## src/rtl/rsa_pkg.sv

```systemverilog
// Shared definitions for the RSA modular-exponentiation controller:
// FSM state encoding, default operand widths and the smallest legal modulus.
package rsa_pkg;

  localparam int RSA_WIDTH      = 32;
  localparam int RSA_EXP_W      = 32;
  localparam int MODEXP_MIN_MOD = 2;

  typedef enum logic [2:0] {
    ST_IDLE      = 3'd0,
    ST_CHECK     = 3'd1,
    ST_SQR_ISSUE = 3'd2,
    ST_SQR_WAIT  = 3'd3,
    ST_MUL_ISSUE = 3'd4,
    ST_MUL_WAIT  = 3'd5,
    ST_DONE      = 3'd6
  } modexp_state_e;

endpackage

```

## src/rtl/rsa_modexp_ctrl.sv

```systemverilog
// rsa_modexp_ctrl: left-to-right square-and-multiply sequencer.
// Computes output_e = data_rx^exp_e mod mod_n by issuing every modular
// product to an external shared multiplier (start/done handshake).
//
// Optional build macro RSA_EXP_SKIP_EN: start the scan at the most
// significant set exponent bit with acc=base instead of scanning all
// EXP_W bits from acc=1. Results are identical; only the product count
// and cycle count shrink.
//
// Handshakes: a transfer happens on a rising clk edge where valid and
// ready are both high (in_valid/in_ready, out_valid/out_ready); the
// producer holds its data stable while valid is high and ready is low.
// mm_start/mm_done are one-cycle pulses; mm_a/mm_b/mm_n are held from
// mm_start until mm_done. dbg_state exposes the FSM state for checkers.
module rsa_modexp_ctrl
  import rsa_pkg::*;
#(
  parameter int WIDTH = RSA_WIDTH,
  parameter int EXP_W = RSA_EXP_W
) (
  input  logic                 clk,
  input  logic                 rst,
  input  logic                 in_valid,
  output logic                 in_ready,
  input  logic [WIDTH-1:0]     data_rx,
  input  logic [EXP_W-1:0]     exp_e,
  input  logic [WIDTH-1:0]     mod_n,
  output logic                 mm_start,
  output logic [WIDTH-1:0]     mm_a,
  output logic [WIDTH-1:0]     mm_b,
  output logic [WIDTH-1:0]     mm_n,
  input  logic                 mm_done,
  input  logic [WIDTH-1:0]     mm_p,
  output logic                 out_valid,
  input  logic                 out_ready,
  output logic [WIDTH-1:0]     output_e,
  output logic                 err,
  output modexp_state_e        dbg_state
);

  localparam int IDX_W = (EXP_W > 1) ? $clog2(EXP_W) : 1;

  modexp_state_e    state_q, state_d;
  logic [WIDTH-1:0] acc_q,   acc_d;
  logic [WIDTH-1:0] base_q,  base_d;
  logic [WIDTH-1:0] mod_q,   mod_d;
  logic [EXP_W-1:0] exp_q,   exp_d;
  logic [IDX_W-1:0] idx_q,   idx_d;
  logic             err_q,   err_d;

`ifdef RSA_EXP_SKIP_EN
  logic [IDX_W-1:0] msb_k;

  // Index of the most significant set bit (0 when no bit is set).
  function automatic logic [IDX_W-1:0] msb_index(input logic [EXP_W-1:0] e);
    logic [IDX_W-1:0] k;
    k = '0;
    for (int b = 0; b < EXP_W; b++) begin
      if (e[b]) k = IDX_W'(b);
    end
    return k;
  endfunction

  // MSB position of the latched exponent, used only in CHECK.
  always_comb begin
    msb_k = msb_index(exp_q);
  end
`endif

  // State and datapath registers; reset abandons any in-flight product.
  always_ff @(posedge clk or negedge rst) begin
    if (!rst) begin
      state_q <= ST_IDLE;
      acc_q   <= '0;
      base_q  <= '0;
      mod_q   <= '0;
      exp_q   <= '0;
      idx_q   <= '0;
      err_q   <= 1'b0;
    end else begin
      state_q <= state_d;
      acc_q   <= acc_d;
      base_q  <= base_d;
      mod_q   <= mod_d;
      exp_q   <= exp_d;
      idx_q   <= idx_d;
      err_q   <= err_d;
    end
  end

  // Next-state logic: operand capture, validation and bit scheduling.
  always_comb begin
    state_d = state_q;
    acc_d   = acc_q;
    base_d  = base_q;
    mod_d   = mod_q;
    exp_d   = exp_q;
    idx_d   = idx_q;
    err_d   = err_q;

    case (state_q)
      ST_IDLE: begin
        if (in_valid) begin
          base_d  = data_rx;
          exp_d   = exp_e;
          mod_d   = mod_n;
          err_d   = 1'b0;
          state_d = ST_CHECK;
        end
      end

      ST_CHECK: begin
        if ((mod_q < WIDTH'(MODEXP_MIN_MOD)) || (base_q >= mod_q)) begin
          acc_d   = '0;
          err_d   = 1'b1;
          state_d = ST_DONE;
        end else if (exp_q == '0) begin
          acc_d   = WIDTH'(1);
          state_d = ST_DONE;
        end else begin
`ifdef RSA_EXP_SKIP_EN
          // The leading 1 bit is absorbed by starting from acc=base.
          acc_d = base_q;
          if (msb_k == '0) begin
            state_d = ST_DONE;
          end else begin
            idx_d   = msb_k - IDX_W'(1);
            state_d = ST_SQR_ISSUE;
          end
`else
          acc_d   = WIDTH'(1);
          idx_d   = IDX_W'(EXP_W - 1);
          state_d = ST_SQR_ISSUE;
`endif
        end
      end

      ST_SQR_ISSUE: state_d = ST_SQR_WAIT;

      ST_SQR_WAIT: begin
        if (mm_done) begin
          acc_d = mm_p;
          if (exp_q[idx_q]) begin
            state_d = ST_MUL_ISSUE;
          end else if (idx_q == '0) begin
            state_d = ST_DONE;
          end else begin
            idx_d   = idx_q - IDX_W'(1);
            state_d = ST_SQR_ISSUE;
          end
        end
      end

      ST_MUL_ISSUE: state_d = ST_MUL_WAIT;

      ST_MUL_WAIT: begin
        if (mm_done) begin
          acc_d = mm_p;
          if (idx_q == '0) begin
            state_d = ST_DONE;
          end else begin
            idx_d   = idx_q - IDX_W'(1);
            state_d = ST_SQR_ISSUE;
          end
        end
      end

      ST_DONE: begin
        if (out_ready) state_d = ST_IDLE;
      end

      default: state_d = ST_IDLE;
    endcase
  end

  // Output decode: multiplier operands follow acc/base, result gated to DONE.
  always_comb begin
    in_ready  = rst && (state_q == ST_IDLE);
    mm_start  = (state_q == ST_SQR_ISSUE) || (state_q == ST_MUL_ISSUE);
    mm_a      = acc_q;
    mm_b      = ((state_q == ST_MUL_ISSUE) || (state_q == ST_MUL_WAIT)) ? base_q : acc_q;
    mm_n      = mod_q;
    out_valid = (state_q == ST_DONE);
    output_e  = (state_q == ST_DONE) ? acc_q : '0;
    err       = (state_q == ST_DONE) && err_q;
    dbg_state = state_q;
  end

endmodule

```

## config.mk

```make
export PLATFORM = sky130hd
export DESIGN_NAME = rsa_modexp_ctrl
export DESIGN_NICKNAME = d
export VERILOG_FILES = /design/src/rtl/rsa_pkg.sv /design/src/rtl/rsa_modexp_ctrl.sv
export SDC_FILE = /design/constraint.sdc
export NUM_CORES = 1
export LEC_CHECK = 0
export CORE_MARGIN = 2
export CORE_UTILIZATION = 47
export CTS_CLUSTER_SIZE = 8
export DETAILED_ROUTE_END_ITERATION = 8
export PLACE_DENSITY = 0.84
export SLEW_MARGIN = 20
export SYNTH_ARGS = -nofsm -noshare
export SYNTH_HDL_FRONTEND = slang
export SYNTH_SLANG_ARGS = --single-unit
```

## constraint.sdc

```tcl
create_clock -name clk -period 7 [get_ports clk]
set_input_delay 1.4 -clock clk [delete_from_list [all_inputs] [get_ports clk]]
set_output_delay 1.4 -clock clk [all_outputs]
set_load 0.03 [all_outputs]
```

==> impl_metrics.ini <==
[yosys]
synth_fa_ha_area_share_pct = 5.90
ys_types = 47
synthMuxAreaShare_pct = 18.6
synth_top_family_by_area = multiplexers
synth_cells = 682
synth_edf_count = 0
ys_top_cells_by_area = dfrtp_1 48%, mux2_2 15%, ha_1 5.9%
syn_area_mm2 = 0.00721
synth_top_cell_area_share_pct = 47.5
syn-num-nets = 849
synthXorXnorAreaFrac_pct = 0
synth.avg_cell_area_um2 = 10.6
synth-warning-count = 0
synth-seq-cells = 137
seq_area_frac_synth_pct = 47.5
synth-async-reset-ratio_pct = 100
yosysTopAreaCell = dfrtp_1
synth-main-ff-cell = dfrtp_1
yosys.area_share.simple_pct = 16.0
synth-compound-area-share_pct = 7.32

[clocking]
cts_setup_buffers = 0
path_clk_slew_ns = 0.06
cts_max_level = 4
cts_buffer_depth = 2
numCtsBuffers = 17
clk-insertion-delay-late_ns = 0.42
cts.sinks = 137
cts_tree = built
cts_resized = 0
hold_buffers = 0
clockRootBuffer = clkbuf_16

[routing]
vias = 6255
dr_wl_met2_mm = 10.8
drc = 0
dr.pass1.iters = 5
ant_nets = 0
wl_per_cell_um = 19.3
wl_met3_mm = 1.42
vias_per_cell = 5.51
top_layer_used = met5
totalWireLength_mm = 21.9
m1WireLength_mm = 8.79
drt_iter0_drc = 434

[worst_setup_path]
critPathLaunch = dbg_state[2]$_DFFE_PN0P_
cp_top_family = simple AND/OR/NAND/NOR gates
r2r_cells = 7
critPathLaunchType = register
worstPathRequired_ns = 5.60
crit_slowest_cell = nor2_4
end_kind = primary output
crit_arrival_ns = 3.01
slowest_delay_ns = 0.88
r2r_start = dbg_state[2]$_DFFE_PN0P_
worstSetupPathType = register to primary output
worstPathCellList = inv_1 -> nor2_4 -> mux2_2 -> clkdlybuf4s50_1
reg2reg_slack_ns = 3.51
timing.rr.end = idx_q[1]$_DFFE_PN0P_
critical_path.max_fanout = 35
critical_path_buf_inv_count = 2

[sta]
fin_crit_ns = 4.41
fin_worst_skew_ns = 0.00636
finalHoldViolCount = 0
period_share_pct = 63.1
setup_viol = 0
grt_setup_unrepaired = no
final_max_slew_viol_count = 0
fin_setup_tns_ns = 0
slew_headroom_pct = 25.1
worstMarginPinSlew_ns = 1.12
holdWs_ns = 0.505
max_freq_mhz = 227

[grt]
grt_pass1_wl_mm = 33.8
grt_max_degree = 79
track_usage_pct = 27.1
antenna_found_initial = 2
grt_overflow = 0
grt_pass1_vias = 6322

[min_path]
hold_path_class = register to register
holdPathStages = 2
holdPathEnd = mm_a[8]$_DFFE_PN0P_
worstHoldStart = mm_a[8]$_DFFE_PN0P_

[pwr]
power_density_mw_per_mm2 = 503
peakVddDrop_v = 0.000210
leakage_nw = 4.65

[floorplan]
coreArea_mm2 = 0.0151
placementRows = 45
num_io_pins = 268
start_util_pct = 47.8
die_area_mm2 = 0.0164
fp.dieW_um = 128
die_h_um = 128

[place]
placed_cells = 1105
place_area_mm2 = 0.00999
post-dp-hpwl_mm = 15.6
gp_congestion = 0.898
numPortBuffers = 267

[layout]
multi_input_area_mm2 = 0.00348
area_growth_pct = 47.1
seqCellArea_mm2 = 0.00343
drive_gt1_share_pct = 15.8
antenna_cells = 0
nets = 1104
design_area_mm2 = 0.0106
layout.cells.non_filler = 1136
num-fill-cells = 1079

[status]
status = complete, no violations

[job]
drv_cap = 0
[worst register-to-register path: stages (launching register included)]
cell      delay, ns
dfrtp_1        0.49
inv_1          0.14
nor2_4         0.88
o21a_2         0.91
a41o_1         0.33
a221oi_2       0.07
and3_4         0.24
mux2_4         0.30
[registers in the layout, indices dropped and copies added (netlist names)]
name	count
dbg_state	3
mm_n	32
exp_q	32
err_q	1
idx_q	5
mm_a	32
base_q	32
[layout make-up]
class	instances	share of cell area, %
inverters	38	1.34
clock inverters	9	1.16
clock buffers	21	4.43
well taps	188	2.22
multi-input cells	470	32.7
flip-flops and latches	137	32.3
repair buffers	273	25.8
[power by group]
| group | leakage [nW] | total (mW) | switching, mW | internal (mW) |
|---|---|---|---|---|
| sequential | 1.68 | 1.60 | 0.420 | 1.18 |
| clock | 0.294 | 0.905 | 0.325 | 0.580 |
| combinational | 2.67 | 2.83 | 1.55 | 1.28 |
[metrics by stage]
| stage | setup WS [ns] | total power [mW] | utilization (%) |
|---|---|---|---|
| finish | 2.59 | 5.33 | 70.3 |
| global route | 2.48 | 5.64 | 70.3 |
| CTS | 2.58 | 5.33 | 70.2 |
| detailed placement | 2.72 | 4.39 | 66.2 |
| global placement | 2.72 | 4.31 | 66.2 |
| floorplan | 3.73 | 3.29 | - |
[cells in the mapped netlist (all sizes together), types with 3 or more instances]
master and number:
dfrtp 137, nand2 113, mux2 98, o21ai 45, inv 38, nand3 35
and2 34, ha 34, clkbuf 21, a21oi 18, buf 16, nor2 15
nor4 15, mux4 8, nor3 7, o21a 7, and3 5, and4 5
a31oi 4, mux2i 3, nand4 3
[per-layer routing]
layer	track usage, %	vias up
li1	-	2905
met1	33.3	3013
met3	6.34	58
met4	12.5	4
met2	45.7	275
met5	0	-
[worst max path at each step]
stage | depth (start not counted) | end
4_1_cts | 4 | mm_b[26]
5_1_grt | 4 | mm_b[26]
6_report | 4 | mm_b[26]
3_3_place_gp | 3 | in_ready
3_5_place_dp | 3 | in_ready
2_1_floorplan | 5 | output_e[22]
[cells in the final DEF (no fill, tap or decap), drive strengths merged, types with 7 or more instances in the layout]
master and count:
dfrtp 137, and2 34, ha 34, a21oi 18, nand3 35, nor3 7, buf 7, mux4 8
clkbuf 21, nor2 15, o21ai 45, clkdlybuf4s50 266, nand2 113, o21a 7, mux2 98, nor4 15
inv 38
[cell families (layout without fill, tap and decap cells)]
| kind of cell | after synthesis | after routing |
|---|---|---|
| adder cells (fa/ha/maj) | 34 | 34 |
| multiplexers | 109 | 109 |
| AO/OA/AOI/OAI | 88 | 88 |
| buffers and inverters | 75 | 341 |
| flip-flops | 137 | 137 |
| AND/OR/NAND/NOR | 239 | 239 |
Power figures use the tool's default switching activity.
